### src/rtl/jt7759_rom_slot.sv
// One-entry read cache for a jt7759 ROM channel: data latch, address tag, valid bit, registered ok.
// ok follows cs/addr by one edge; fills come only from the arbiter, and the slot never stalls.
module jt7759_rom_slot (
  input  logic        clk,
  input  logic        rst,
  input  logic        cs,
  input  logic [16:0] addr,
  input  logic        fill,
  input  logic [16:0] fill_tag,
  input  logic [7:0]  fill_data,
  output logic [7:0]  data,
  output logic        ok,
  output logic        hit
);

  logic [7:0]  data_q, data_d;
  logic [16:0] tag_q, tag_d;
  logic        valid_q, valid_d;
  logic        ok_q, ok_d;

  always_comb begin
    hit     = valid_q && (tag_q == addr);
    ok_d    = cs && hit;
    data_d  = data_q;
    tag_d   = tag_q;
    valid_d = valid_q;
    if (fill) begin
      data_d  = fill_data;
      tag_d   = fill_tag;
      valid_d = 1'b1;
    end
  end

  always_ff @(posedge clk) begin
    if (rst) begin
      data_q  <= 8'h00;
      tag_q   <= 17'h00000;
      valid_q <= 1'b0;
      ok_q    <= 1'b0;
    end else begin
      data_q  <= data_d;
      tag_q   <= tag_d;
      valid_q <= valid_d;
      ok_q    <= ok_d;
    end
  end

  assign data = data_q;
  assign ok   = ok_q;

endmodule

### src/rtl/jt7759_rom_arb.sv
// Shares one downstream ROM port between two jt7759 channels, each fronted by a one-byte slot.
// Hit: 1 cycle to ok; miss: downstream latency + 2; requests hold until ok, rom_cs drops >=1 cycle between accesses.
module jt7759_rom_arb #(
  parameter logic [17:0] OFFSET0 = 18'h00000,
  parameter logic [17:0] OFFSET1 = 18'h20000
) (
  input  logic        clk,
  input  logic        rst,
  input  logic        ch0_cs,
  input  logic [16:0] ch0_addr,
  output logic [7:0]  ch0_data,
  output logic        ch0_ok,
  input  logic        ch1_cs,
  input  logic [16:0] ch1_addr,
  output logic [7:0]  ch1_data,
  output logic        ch1_ok,
  output logic        rom_cs,
  output logic [17:0] rom_addr,
  input  logic [7:0]  rom_data,
  input  logic        rom_ok
);

  typedef enum logic [1:0] {
    ST_IDLE = 2'd0,
    ST_GNT0 = 2'd1,
    ST_GNT1 = 2'd2,
    ST_GAP  = 2'd3
  } state_t;

  state_t      state_q, state_d;
  logic        rom_cs_q, rom_cs_d;
  logic [17:0] rom_addr_q, rom_addr_d;
  logic        ptr_q, ptr_d;
  logic [16:0] snap_q, snap_d;

  logic hit0, hit1, pend0, pend1, grant0, grant1, fill0, fill1;

  jt7759_rom_slot u_slot0 (
    .clk       (clk),
    .rst       (rst),
    .cs        (ch0_cs),
    .addr      (ch0_addr),
    .fill      (fill0),
    .fill_tag  (snap_q),
    .fill_data (rom_data),
    .data      (ch0_data),
    .ok        (ch0_ok),
    .hit       (hit0)
  );

  jt7759_rom_slot u_slot1 (
    .clk       (clk),
    .rst       (rst),
    .cs        (ch1_cs),
    .addr      (ch1_addr),
    .fill      (fill1),
    .fill_tag  (snap_q),
    .fill_data (rom_data),
    .data      (ch1_data),
    .ok        (ch1_ok),
    .hit       (hit1)
  );

  // rom_ok only counts while our own request is out; stale answers after reset are dropped
  assign fill0 = (state_q == ST_GNT0) && rom_cs_q && rom_ok;
  assign fill1 = (state_q == ST_GNT1) && rom_cs_q && rom_ok;

  always_comb begin
    pend0      = ch0_cs && !hit0;
    pend1      = ch1_cs && !hit1;
    grant0     = pend0 && (!pend1 || !ptr_q);
    grant1     = pend1 && (!pend0 ||  ptr_q);
    state_d    = state_q;
    rom_cs_d   = rom_cs_q;
    rom_addr_d = rom_addr_q;
    ptr_d      = ptr_q;
    snap_d     = snap_q;
    case (state_q)
      ST_IDLE: begin
        if (pend0 && pend1) ptr_d = grant0;
        if (grant0) begin
          state_d    = ST_GNT0;
          rom_cs_d   = 1'b1;
          rom_addr_d = {1'b0, ch0_addr} + OFFSET0;
          snap_d     = ch0_addr;
        end else if (grant1) begin
          state_d    = ST_GNT1;
          rom_cs_d   = 1'b1;
          rom_addr_d = {1'b0, ch1_addr} + OFFSET1;
          snap_d     = ch1_addr;
        end
      end
      ST_GNT0, ST_GNT1: begin
        if (rom_cs_q && rom_ok) begin
          state_d  = ST_GAP;
          rom_cs_d = 1'b0;
        end
      end
      default: state_d = ST_IDLE;
    endcase
  end

  always_ff @(posedge clk) begin
    if (rst) begin
      state_q    <= ST_IDLE;
      rom_cs_q   <= 1'b0;
      rom_addr_q <= 18'h00000;
      ptr_q      <= 1'b0;
      snap_q     <= 17'h00000;
    end else begin
      state_q    <= state_d;
      rom_cs_q   <= rom_cs_d;
      rom_addr_q <= rom_addr_d;
      ptr_q      <= ptr_d;
      snap_q     <= snap_d;
    end
  end

  assign rom_cs   = rom_cs_q;
  assign rom_addr = rom_addr_q;

endmodule

### config.mk
export PLATFORM = sky130hd
export DESIGN_NAME = jt7759_rom_arb
export DESIGN_NICKNAME = d
export VERILOG_FILES = /design/src/rtl/jt7759_rom_slot.sv /design/src/rtl/jt7759_rom_arb.sv
export SDC_FILE = /design/constraint.sdc
export NUM_CORES = 1
export LEC_CHECK = 0
export ABC_AREA = 1
export CAP_MARGIN = 25
export CORE_MARGIN = 1
export CORE_UTILIZATION = 47
export CTS_BUF_LIST = sky130_fd_sc_hd__clkbuf_8
export DETAILED_ROUTE_END_ITERATION = 7
export PLACE_DENSITY = 0.83
export SLEW_MARGIN = 40
export SYNTH_ARGS = -nofsm -noshare
export SYNTH_HDL_FRONTEND = slang
export SYNTH_SLANG_ARGS = --single-unit
export TNS_END_PERCENT = 10
### constraint.sdc
create_clock -name clk -period 1.5 [get_ports clk]
set_input_delay 0.15 -clock clk [delete_from_list [all_inputs] [get_ports clk]]
set_output_delay 0.15 -clock clk [all_outputs]
set_load 0.03 [all_outputs]
== Word level (Yosys, flattened, before mapping) ==
Cells that the tools add are included.
Cells by class
  add/sub/neg operators: 1
  multiplexer cells: 12
  reduce and logical (&&, ||, !) cells: 29
  eq/ne operators: 6
Operators by type and width (number)
  two-way mux 18 bit: 2
  equality test 17 bit: 2
  two-way mux 17 bit: 2
  adder 17 x 18 -> 18 bit, second input constant: 1
  logical AND 1 bit: 14
  two-way mux 2 bit: 3
  AND reduction 2 bit: 3
  zero test 1 bit: 5
  case mux 2 bit (2 select lines): 1
  nonzero test 2 bit: 2
  two-way mux 1 bit: 3
  inequality test 3 bit, second input constant: 1
  AND reduction 3 bit: 1
  equality test 2 x 1 -> 1 bit, second input constant: 1
  equality test 2 bit, second input constant: 1
  zero test 2 bit: 1
  logical OR 1 bit: 2
  inequality test 2 bit, second input constant: 1
  case mux 1 bit (2 select lines): 1
  OR reduction 2 bit: 1
Storage, ports and cells
  output and inout port bits: 37
  word-level logic and storage cells: 61
  input bits: 47
  bits in registers: 93

== Longest topological paths before layout ==
Gate-level depths: netlist of run 1.
  word-level depth: 10
  mapped depth: 16
  mapped depth without buffers: 15

== Hierarchy ==
A second synthesis of run 1 with hierarchy kept.
Unflattened totals
  cells, all modules: 561
  area total of the unflattened synthesis: 3714.8 um^2
Modules (own cells, without submodules)
  jt7759_rom_slot: cells each 183, times used 2, area each 1221.2 um^2
  jt7759_rom_arb: cells each 195, times used 1, area each 1272.5 um^2

== Worst setup path after synthesis of run 1 ==
OpenSTA, ideal clock, no wires.
  path type: reg2reg
  start point: register u_slot0.tag_q[9]
  end point: register rom_addr_q[0], in the netlist rom_addr[0]
  data arrival time: 1381 ps
  library setup time: 109 ps
  stages on the path, launching flop included: 17
  setup slack: 11 ps
  buffers on the path: 1
  clock period less this slack: 1489 ps
  required time: 1391 ps
  cell sequence: dfxtp_1 -> inv_2 -> nand2_1 -> nand2_1 -> nor2_1 -> nand2_1 -> nor2_1 -> nand3_2 -> nand2_4 -> nand2_2 -> nand2_4 -> inv_4 -> buf_6 -> nor2_2 -> nor2_1 -> nand2_1 -> inv_1
Between the ends
  cells in the longest elaborated chain, start to end: 9
  elaborated cells on any way between the ends: 11
  classes of those cells: eq/ne (1); mux (1); reduce/logical (9)
RTL lines
  start, declared: line jt7759_rom_slot.sv:17  | logic [16:0] tag_q, tag_d;
  start signal, assigned: line jt7759_rom_slot.sv:42  | tag_q <= tag_d;
  equality test 17 bit *: line jt7759_rom_slot.sv:22  | hit = valid_q && (tag_q == addr);
  logical AND 1 bit *: line jt7759_rom_slot.sv:22
  zero test 1 bit *: line jt7759_rom_arb.sv:69  | pend0 = ch0_cs && !hit0;
  logical AND 1 bit *: line jt7759_rom_arb.sv:69
  zero test 1 bit: line jt7759_rom_arb.sv:72  | grant1 = pend1 && (!pend0 || ptr_q);
  logical OR 1 bit: line jt7759_rom_arb.sv:72
  logical AND 1 bit: line jt7759_rom_arb.sv:72
  nonzero test 2 bit (no line)
  AND reduction 2 bit (no line)
  end signal, assigned: line jt7759_rom_arb.sv:113  | rom_addr_q <= rom_addr_d;
  end, declared: line jt7759_rom_arb.sv:32  | logic [17:0] rom_addr_q, rom_addr_d;
Mark *: on every way between the ends. The rest lies on a longest branch, timed or not.
A chain may end at the register's enable or synchronous reset.

== Final worst setup path of run 1 ==
  start point: register u_slot0.tag_q[5]
  end point: register state_q[1]
Between the ends
  cells in the longest elaborated chain, start to end: 9
  elaborated cells on any way between the ends: 12
  classes of those cells: eq/ne (2); mux (2); reduce/logical (8)
RTL lines
  equality test 17 bit *: line jt7759_rom_slot.sv:22
  logical AND 1 bit *: line jt7759_rom_slot.sv:22
  zero test 1 bit *: line jt7759_rom_arb.sv:69
  logical AND 1 bit *: line jt7759_rom_arb.sv:69
  zero test 1 bit: line jt7759_rom_arb.sv:72
  logical OR 1 bit: line jt7759_rom_arb.sv:72
  logical AND 1 bit: line jt7759_rom_arb.sv:72
  inequality test 3 bit (no line)
  AND reduction 2 bit (no line)
  end signal, assigned: line jt7759_rom_arb.sv:111  | state_q <= state_d;
  end, declared: line jt7759_rom_arb.sv:30  | state_t state_q, state_d;
Marked as above.

==> flow_summary.rst, run 1 <==
.. list-table::
   :header-rows: 1

   * - Metric
     - Value
   * - Status
     - complete, but fails checks
   * - Failing checks
     - negative setup slack
   * - Leakage
     - 2.54 nW
   * - Clock insertion delay at the later pin of the skew report
     - 0.36 ns
   * - Largest stage delay on the critical path
     - 0.33 ns
   * - Final WL
     - 10.7 mm
   * - MaxCap Viol Count
     - 0
   * - Top cell type's share of synthesized area
     - 41.2%
   * - Startpoint of the lowest-slack register-to-register path
     - u_slot0.tag_q[5]
   * - Portion of the post-synthesis area used by sequential elements
     - 41.2%
   * - Final max-slew violation count
     - 0
   * - Vert. Die Dim
     - 90.6 microns
   * - Routed Antenna Nets
     - 0
   * - Sum Neg Setup Slack
     - -3.64 ns
   * - Global-route wire length before repair
     - around 17 mm
   * - End-of-flow core utilization
     - 72.2%
   * - Crit share post-route
     - 114%
   * - Number of inserted filler cells in the final layout
     - 565
   * - Hold path start
     - ch1_addr[5]
   * - Skew final
     - 0.00702 ns
   * - F_max
     - 0.583 GHz
   * - Startpoint-to-endpoint class of the critical path
     - reg -> reg
   * - Number of endpoints with negative hold slack in the final report
     - 0
   * - Number of instances in the synthesized netlist
     - 550
   * - Min Clock Period, post-route
     - 1.71 ns
   * - Number of vias per cell
     - 5.08
   * - Clock tree from TritonCTS
     - built
   * - Nets
     - 721
   * - Path class of the lowest-slack min-delay path
     - in -> reg
   * - Fraction of final layout cells with drive strength greater than 1
     - 21.1%
   * - Ys async rst share
     - 0%
   * - Net count after synthesis
     - 601
   * - Worst slew margin
     - 78.4%
   * - # port buffers
     - 83
   * - Number of placement rows
     - 31
   * - Synth warnings
     - 0
   * - Most used standard cells in the synthesized netlist
     - 116 x nand2_1, 96 x inv_1, 76 x dfxtp_1
   * - Required time at the worst-slack endpoint
     - 1.79 ns
   * - Antenna violations before repair
     - 0
   * - Area taken by flip-flops and latches
     - 0.00154 sq mm
   * - Clock sink count
     - 76
   * - # hold bufs at CTS
     - 0
   * - Endpoint arrival time on the critical path
     - 2.01 ns
   * - RSZ-0062 raised after global routing
     - true
   * - Global router's overall resource usage
     - 26.6%
   * - Area growth from synthesis to layout
     - 45.0%
   * - Total area of multi-input combinational cells
     - 0.00178 sq mm
   * - GP Congestion
     - 0.869
   * - Number of unique standard cell types used by synthesis
     - 26
   * - Pre-CTS worst setup slack
     - -0.571 ns
   * - DRC
     - 0
   * - Pwr per Cell Area
     - between 1000 and 1500 mW/mm^2
   * - Post-synth top flop
     - dfxtp_1
   * - EDFF count, synth
     - 0
   * - Kind of end point of the critical path
     - flip-flop
   * - Cell types with the largest area share after synthesis
     - dfxtp_1 41%, nand2_1 12%, inv_1 9.8%, a21oi_1 9.2%, o21ai_0 7.1%
   * - Boundary Pins
     - 84
   * - Via count of the first global-routing pass
     - 3,778
   * - Most frequent cell after synthesis
     - nand2_1
   * - Crit path top cell by count
     - nand2_1
   * - Count of endpoints failing setup in the final report
     - 22
   * - Worst Max-Slew Pin Slew
     - 0.324 ns
   * - Drt initial violations
     - ~220
   * - Flip-flop and latch count after synthesis
     - 76
   * - Slowest cell on the critical path
     - dfxtp_2
   * - Setup crit start kind
     - flip-flop
   * - GRT Residual Overflow
     - 0
   * - Post-synthesis instance area
     - ~0.0037 sq mm
   * - Total clock buffers created by CTS
     - 9
   * - Floorplan die area
     - roughly 0.008 sq mm
   * - Wirelength per Cell
     - 13.8 microns
   * - List of cells traversed by the critical path
     - inv_1, nand2_1, nand2_1, nor2_1, nand2_1, nor2_1, nand3_2, nand2_4, inv_4, nand2_8, buf_12, nand2_1, nand2_1, nand2_1, a21oi_2
   * - Worst vdd rail ir drop
     - 0.773 mV
   * - Area of the core
     - 0.00741 sq mm
   * - CTS H-tree lvls
     - 3
   * - Final antenna diode count
     - 0
   * - Largest net degree at the start of global routing
     - 33
   * - Cell accounting for the most synthesized area
     - dfxtp_1
   * - Number of buffer and inverter stages on the critical path
     - 3
   * - Post-detail-place hpwl
     - 7.25 mm
   * - Crit-path leading delay family
     - simple AND/OR/NAND/NOR gates
   * - Maximum root-to-sink buffer count
     - 2
   * - Fin worst setup slack
     - -0.214 ns
   * - DR pass1 iterations
     - 5
   * - Width of the die
     - roughly 91 microns
   * - Largest fanout of any net on the critical path
     - 8
   * - Root buffer cell
     - clkbuf_8
   * - Number of vias after detailed routing
     - 3,930
   * - Clk pin slew, worst setup/hold paths
     - 0.08 ns
   * - Post-Synthesis Mean Instance Area
     - around 6.7 sq um
   * - Launch point of the worst path
     - u_slot0.tag_q[5]
   * - Starting utilization of the core area
     - 49.8%
-- power by group --
part	total (mW)	internal, mW	switching [mW]
clock	2.02	1.26	0.765
combinational	2.83	1.08	1.75
sequential	2.61	2.33	0.281
total	7.47	4.67	2.80
-- layout make-up --
cell class	instances	area share, %
tap	99	2.32
clock inverter	6	2.41
multi-input combinational	348	33.2
timing repair buffer	132	23.6
clock buffer	9	2.32
sequential	76	28.8
inverter	103	7.41
-- kinds of logic (layout without fill, tap and decap cells) --
family	Yosys count	in the layout	synth area share, %
AOI/OAI and AO/OA	136	136	18.5
adders and majority gates	4	4	1.36
xor gates and xnor gates	7	7	1.66
buffers and inverters	126	250	14.0
DFF	76	76	41.2
and+or+nand+nor	201	201	23.2
-- routing by layer --
layer	global-route usage, %	share of wire, %	vias to the layer above
met2	44.9	50	168
met3	4.80	6.1	27
met5	0	0	-
met1	31.7	41	1805
li1	-	-	1930
met4	14.5	3.0	0
-- path summary, 6_finish.rpt --
kind,end,slack (ns),depth (start not counted)
hold / removal,rom_addr[5],0.20,5
hold reg to reg,u_slot0.data[0],0.44,2
setup reg to reg,state_q[1],-0.21,15
setup / recovery,state_q[1],-0.21,15
-- stage by stage --
| step | cell area, sq um | total power, mW | std cells | hold slack [ns] |
|---|---|---|---|---|
| after floorplan | 3690 | 4.34 | 550 | 0.278 |
| after global placement | 4900 | 5.18 | 753 | 0.429 |
| after detailed placement | 4900 | 5.29 | 753 | 0.434 |
| after CTS | 5280 | 7.33 | 772 | 0.309 |
| after global routing | 5350 | 7.86 | 773 | 0.267 |
| final | 5350 | 7.47 | 773 | 0.204 |
-- placed cells by master (no fill, tap or decap), drive strengths merged, types with 2 or more instances in the layout --
cell,count
dlygate4sd2,38
nor3,2
clkdlybuf4s50,42
bufinv,4
dlymetal6s2s,3
nand2,121
nor2,63
buf,49
a21oi,68
clkbuf,9
inv,104
o21ai,66
nand3,13
ha,4
dfxtp,76
xnor2,7
-- worst min-delay path, delay by kind of cell --
family / cells / cell delay, ns
AO/OA/AOI/OAI: 2 / 0.14
buffers and inverters: 2 / 0.20
AND/OR/NAND/NOR: 1 / 0.05
-- flip-flops by register name, indices dropped and copies added (netlist names) --
name and count:
u_slot1.ok 1, u_slot0.data 8, ptr_q 1, u_slot0.valid_q 1, u_slot0.tag_q 17, u_slot0.ok 1, u_slot1.tag_q 17, rom_addr 18
rom_cs 1, state_q 2, u_slot1.data 8, u_slot1.valid_q 1
-- timing repair --
action	in CTS	in global routing
setup buffers	2	1
cloned	2	0
hold endpoints to repair	0	0
pin swaps	11	6
resized for setup	78	26
endpoints found under the setup margin	58	24
Power figures use the tool's default switching activity.
==> run 2: changes to the inputs <==
CAP_MARGIN = default   (was 25)
CTS_CLUSTER_DIAMETER = 80   (was default)
==> results of run 2 <==
Final layout, timing and power as in run 1 (identical DEF).
==> run 3: changes to the inputs <==
MAX_ROUTING_LAYER = met4   (was default)
==> run 3 against run 2 <==
The flow still finishes with violations (negative setup slack); clock-buffer cell count unchanged; clock skew decreased by 0.0011 ns; non-clock buffer count unchanged; critical path depth unchanged; sequential share of layout area unchanged; die area unchanged; worst hold slack improved by 0.00068 ns; via count increased by 0.18%; register-to-register slack about the same; combinational power about the same; largest power group unchanged.
==> flow_summary.rst, run 3 (same netlist as run 1, synthesis figures left out) <==
.. list-table::
   :header-rows: 1

   * - Metric
     - Value
   * - Clock insertion delay at the later pin of the skew report
     - 0.36 ns (about the same)
   * - Clk pin slew, worst setup/hold paths
     - 0.08 ns (about the same)
   * - Min Clock Period, post-route
     - 1.71 ns (about the same)
   * - Crit-path leading delay family
     - simple AND/OR/NAND/NOR gates (unchanged)
   * - Area growth from synthesis to layout
     - 45.0% (unchanged)
   * - Global router's overall resource usage
     - 27.4% (was 26.6%)
   * - Setup crit start kind
     - flip-flop (unchanged)
   * - Status
     - complete, but fails checks (unchanged)
   * - Met2 global-route usage
     - 45.1% (was 44.9%)
   * - Endpoint arrival time on the critical path
     - 2.01 ns (about the same)
   * - Skew final
     - 0.00591 ns (was 0.00702 ns)
   * - # port buffers
     - 83 (unchanged)
   * - Largest net degree at the start of global routing
     - 33 (unchanged)
   * - Placed insts
     - 753 (unchanged)
   * - # hold bufs at CTS
     - 0 (unchanged)
   * - Worst slew margin
     - 78.3% (was 78.4%)
   * - Layer with the highest usage after global routing
     - met2 (unchanged)
   * - Drt initial violations
     - 248 (was 217)
   * - Starting utilization of the core area
     - 49.8% (unchanged)
   * - PnR Total Power
     - 7.45 mW (was 7.47 mW)
   * - Count of endpoints failing setup in the final report
     - 22 (unchanged)
   * - Floorplan die area
     - 0.00821 sq mm (unchanged)
   * - Met1 demand-to-capacity share in global routing
     - 31.7% (about the same)
   * - Leakage
     - 2.53 nW (was 2.54 nW)
   * - Maximum root-to-sink buffer count
     - 2 (unchanged)
   * - Vert. Die Dim
     - 90.6 microns (unchanged)
   * - Routed Antenna Nets
     - 0 (unchanged)
   * - Crit path top cell by count
     - nand2_1 (unchanged)
   * - Fraction of final layout cells with drive strength greater than 1
     - 20.9% (was 21.1%)
   * - Largest fanout of any net on the critical path
     - 8 (unchanged)
   * - Number of endpoints with negative hold slack in the final report
     - 0 (unchanged)
   * - RSZ-0062 raised after global routing
     - true (unchanged)
   * - FF-to-FF setup slack
     - -0.21 ns (about the same)
   * - GRT Residual Overflow
     - 0 (unchanged)
   * - Most frequent cells in the layout
     - 111 x nand2_1, 92 x inv_1, 60 x dfxtp_1, 59 x a21oi_1, 50 x o21ai_0 (was 111 x nand2_1, 91 x inv_1, 60 x dfxtp_1, 59 x a21oi_1, 50 x o21ai_0)
   * - Global-route wire length before repair
     - 17.4 mm (was 17.3 mm)
   * - Global Route met3 Usage
     - 4.71% (was 4.80%)
   * - Kind of end point of the critical path
     - flip-flop (unchanged)
   * - List of cells traversed by the critical path
     - inv_1, nand2_1, nand2_1, nor2_1, nand2_1, nor2_1, nand3_2, nand2_4, inv_4, nand2_8, buf_12, nand2_1, nand2_1, nand2_1, a21oi_2 (unchanged)
   * - Slowest cell on the critical path
     - dfxtp_2 (unchanged)
   * - Total clock buffers created by CTS
     - 9 (unchanged)
   * - Worst Max-Slew Pin Slew
     - 0.324 ns (about the same)
   * - Final max-slew violation count
     - 0 (unchanged)
   * - Number of vias after detailed routing
     - 3,937 (was 3,930)
   * - Post-detail-place hpwl
     - 7.25 mm (unchanged)
   * - Pwr per Cell Area
     - 1390 mW/mm^2 (was 1400 mW/mm^2)
   * - Fin worst setup slack
     - -0.214 ns (about the same)
   * - Number of placement rows
     - 31 (unchanged)
   * - Max reg flops
     - 18 (unchanged)
   * - Startpoint-to-endpoint class of the critical path
     - reg -> reg (unchanged)
   * - Required time at the worst-slack endpoint
     - 1.79 ns (about the same)
   * - Final WL
     - 10.7 mm (about the same)
   * - Nets
     - 721 (unchanged)
   * - Failing checks
     - negative setup slack (unchanged)
   * - Path class of the lowest-slack min-delay path
     - in -> reg (unchanged)
   * - DR pass1 iterations
     - 5 (unchanged)
   * - MaxCap Viol Count
     - 0 (unchanged)
   * - Width of the die
     - 90.6 microns (unchanged)
   * - Final Instance Area
     - 0.00535 sq mm (unchanged)
   * - Startpoint of the lowest-slack register-to-register path
     - u_slot0.tag_q[5] (unchanged)
   * - Crit share post-route
     - 114% (about the same)
   * - End-of-flow core utilization
     - 72.2% (unchanged)
   * - Boundary Pins
     - 84 (unchanged)
   * - GP Congestion
     - 0.883 (was 0.869)
   * - Wirelength per Cell
     - 13.9 microns (was 13.8 microns)
   * - Launch point of the worst path
     - u_slot0.tag_q[5] (unchanged)
   * - Clock tree from TritonCTS
     - built (unchanged)
   * - Number of buffer and inverter stages on the critical path
     - 3 (unchanged)
   * - Post-route worst hold slack
     - 0.205 ns (was 0.204 ns)
   * - Hold path start
     - ch1_addr[5] (unchanged)
   * - CTS H-tree lvls
     - 3 (unchanged)
   * - Final standard cell count with taps included and fillers excluded
     - 773 (unchanged)
   * - Placement Cell Area
     - 0.00490 sq mm (unchanged)
   * - Clock sink count
     - 76 (unchanged)
   * - F_max
     - 0.583 GHz (about the same)
   * - Largest stage delay on the critical path
     - 0.33 ns (about the same)
   * - Final antenna diode count
     - 0 (unchanged)
   * - Antenna violations before repair
     - 0 (unchanged)
   * - Area of the core
     - 0.00741 sq mm (unchanged)
   * - Via count of the first global-routing pass
     - 3,770 (was 3,778)
   * - Number of vias per cell
     - 5.09 (was 5.08)
   * - Worst vdd rail ir drop
     - 0.768 mV (was 0.773 mV)
   * - DRC
     - 0 (unchanged)
   * - Root buffer cell
     - clkbuf_8 (unchanged)
   * - Most common cell after layout, fill and taps aside
     - nand2_1 (unchanged)
run 3: cell counts in the layout (fill, tap and decap cells not counted):
Identical to the previous run, type by type.
run 3: layer usage:
metal	vias to the layer above	wire length (microns)
met5	-	0
met4	0	312
met3	29	720
met2	162	5380
met1	1811	4300
li1	1935	-
run 3: power breakdown:
group	internal (mW)	switching [mW]	total, mW
clock network	1.26	0.755	2.01
registers	2.33	0.281	2.61
logic	1.08	1.74	2.82
total	4.67	2.78	7.45
run 3: final cells by class:
class | count | area [sq um]
clock inverters | 6 | 129
flip-flops and latches | 76 | 1540
inverters | 103 | 397
repair buffers | 132 | 1260
well taps | 99 | 124
fillers | 565 | 2060
clock buffers | 9 | 124
multi-input cells | 348 | 1780
run 3: path summary, 6_finish.rpt:
path	end	cells past startpoint
max	state_q[1]	15
min	rom_addr[5]	5
max reg2reg	state_q[1]	15
min reg2reg	u_slot1.data[7]	2
run 3: metrics by stage:
step	worst slack [ns]	setup TNS (ns)
finish	-0.214	-3.86
floorplan	0.0106	0
global placement	-0.529	-10.75
detailed placement	-0.571	-11.22
global route	-0.356	-6.44
CTS	-0.177	-2.87
run 3: worst min-delay path: stages:
cell and delay, ns:
dlymetal6s2s_1 0.16, a21oi_2 0.08, o21ai_1 0.06, nand2_1 0.05, inv_1 0.04
run 3: repair_timing:
| item | 4_1_cts | 5_1_grt |
|---|---|---|
| endpoints found under the setup margin | 58 | 24 |
| gates resized for setup | 78 | 25 |
| buffers inserted | 2 | 1 |
| pin swaps | 11 | 6 |
| cloned | 2 | 0 |
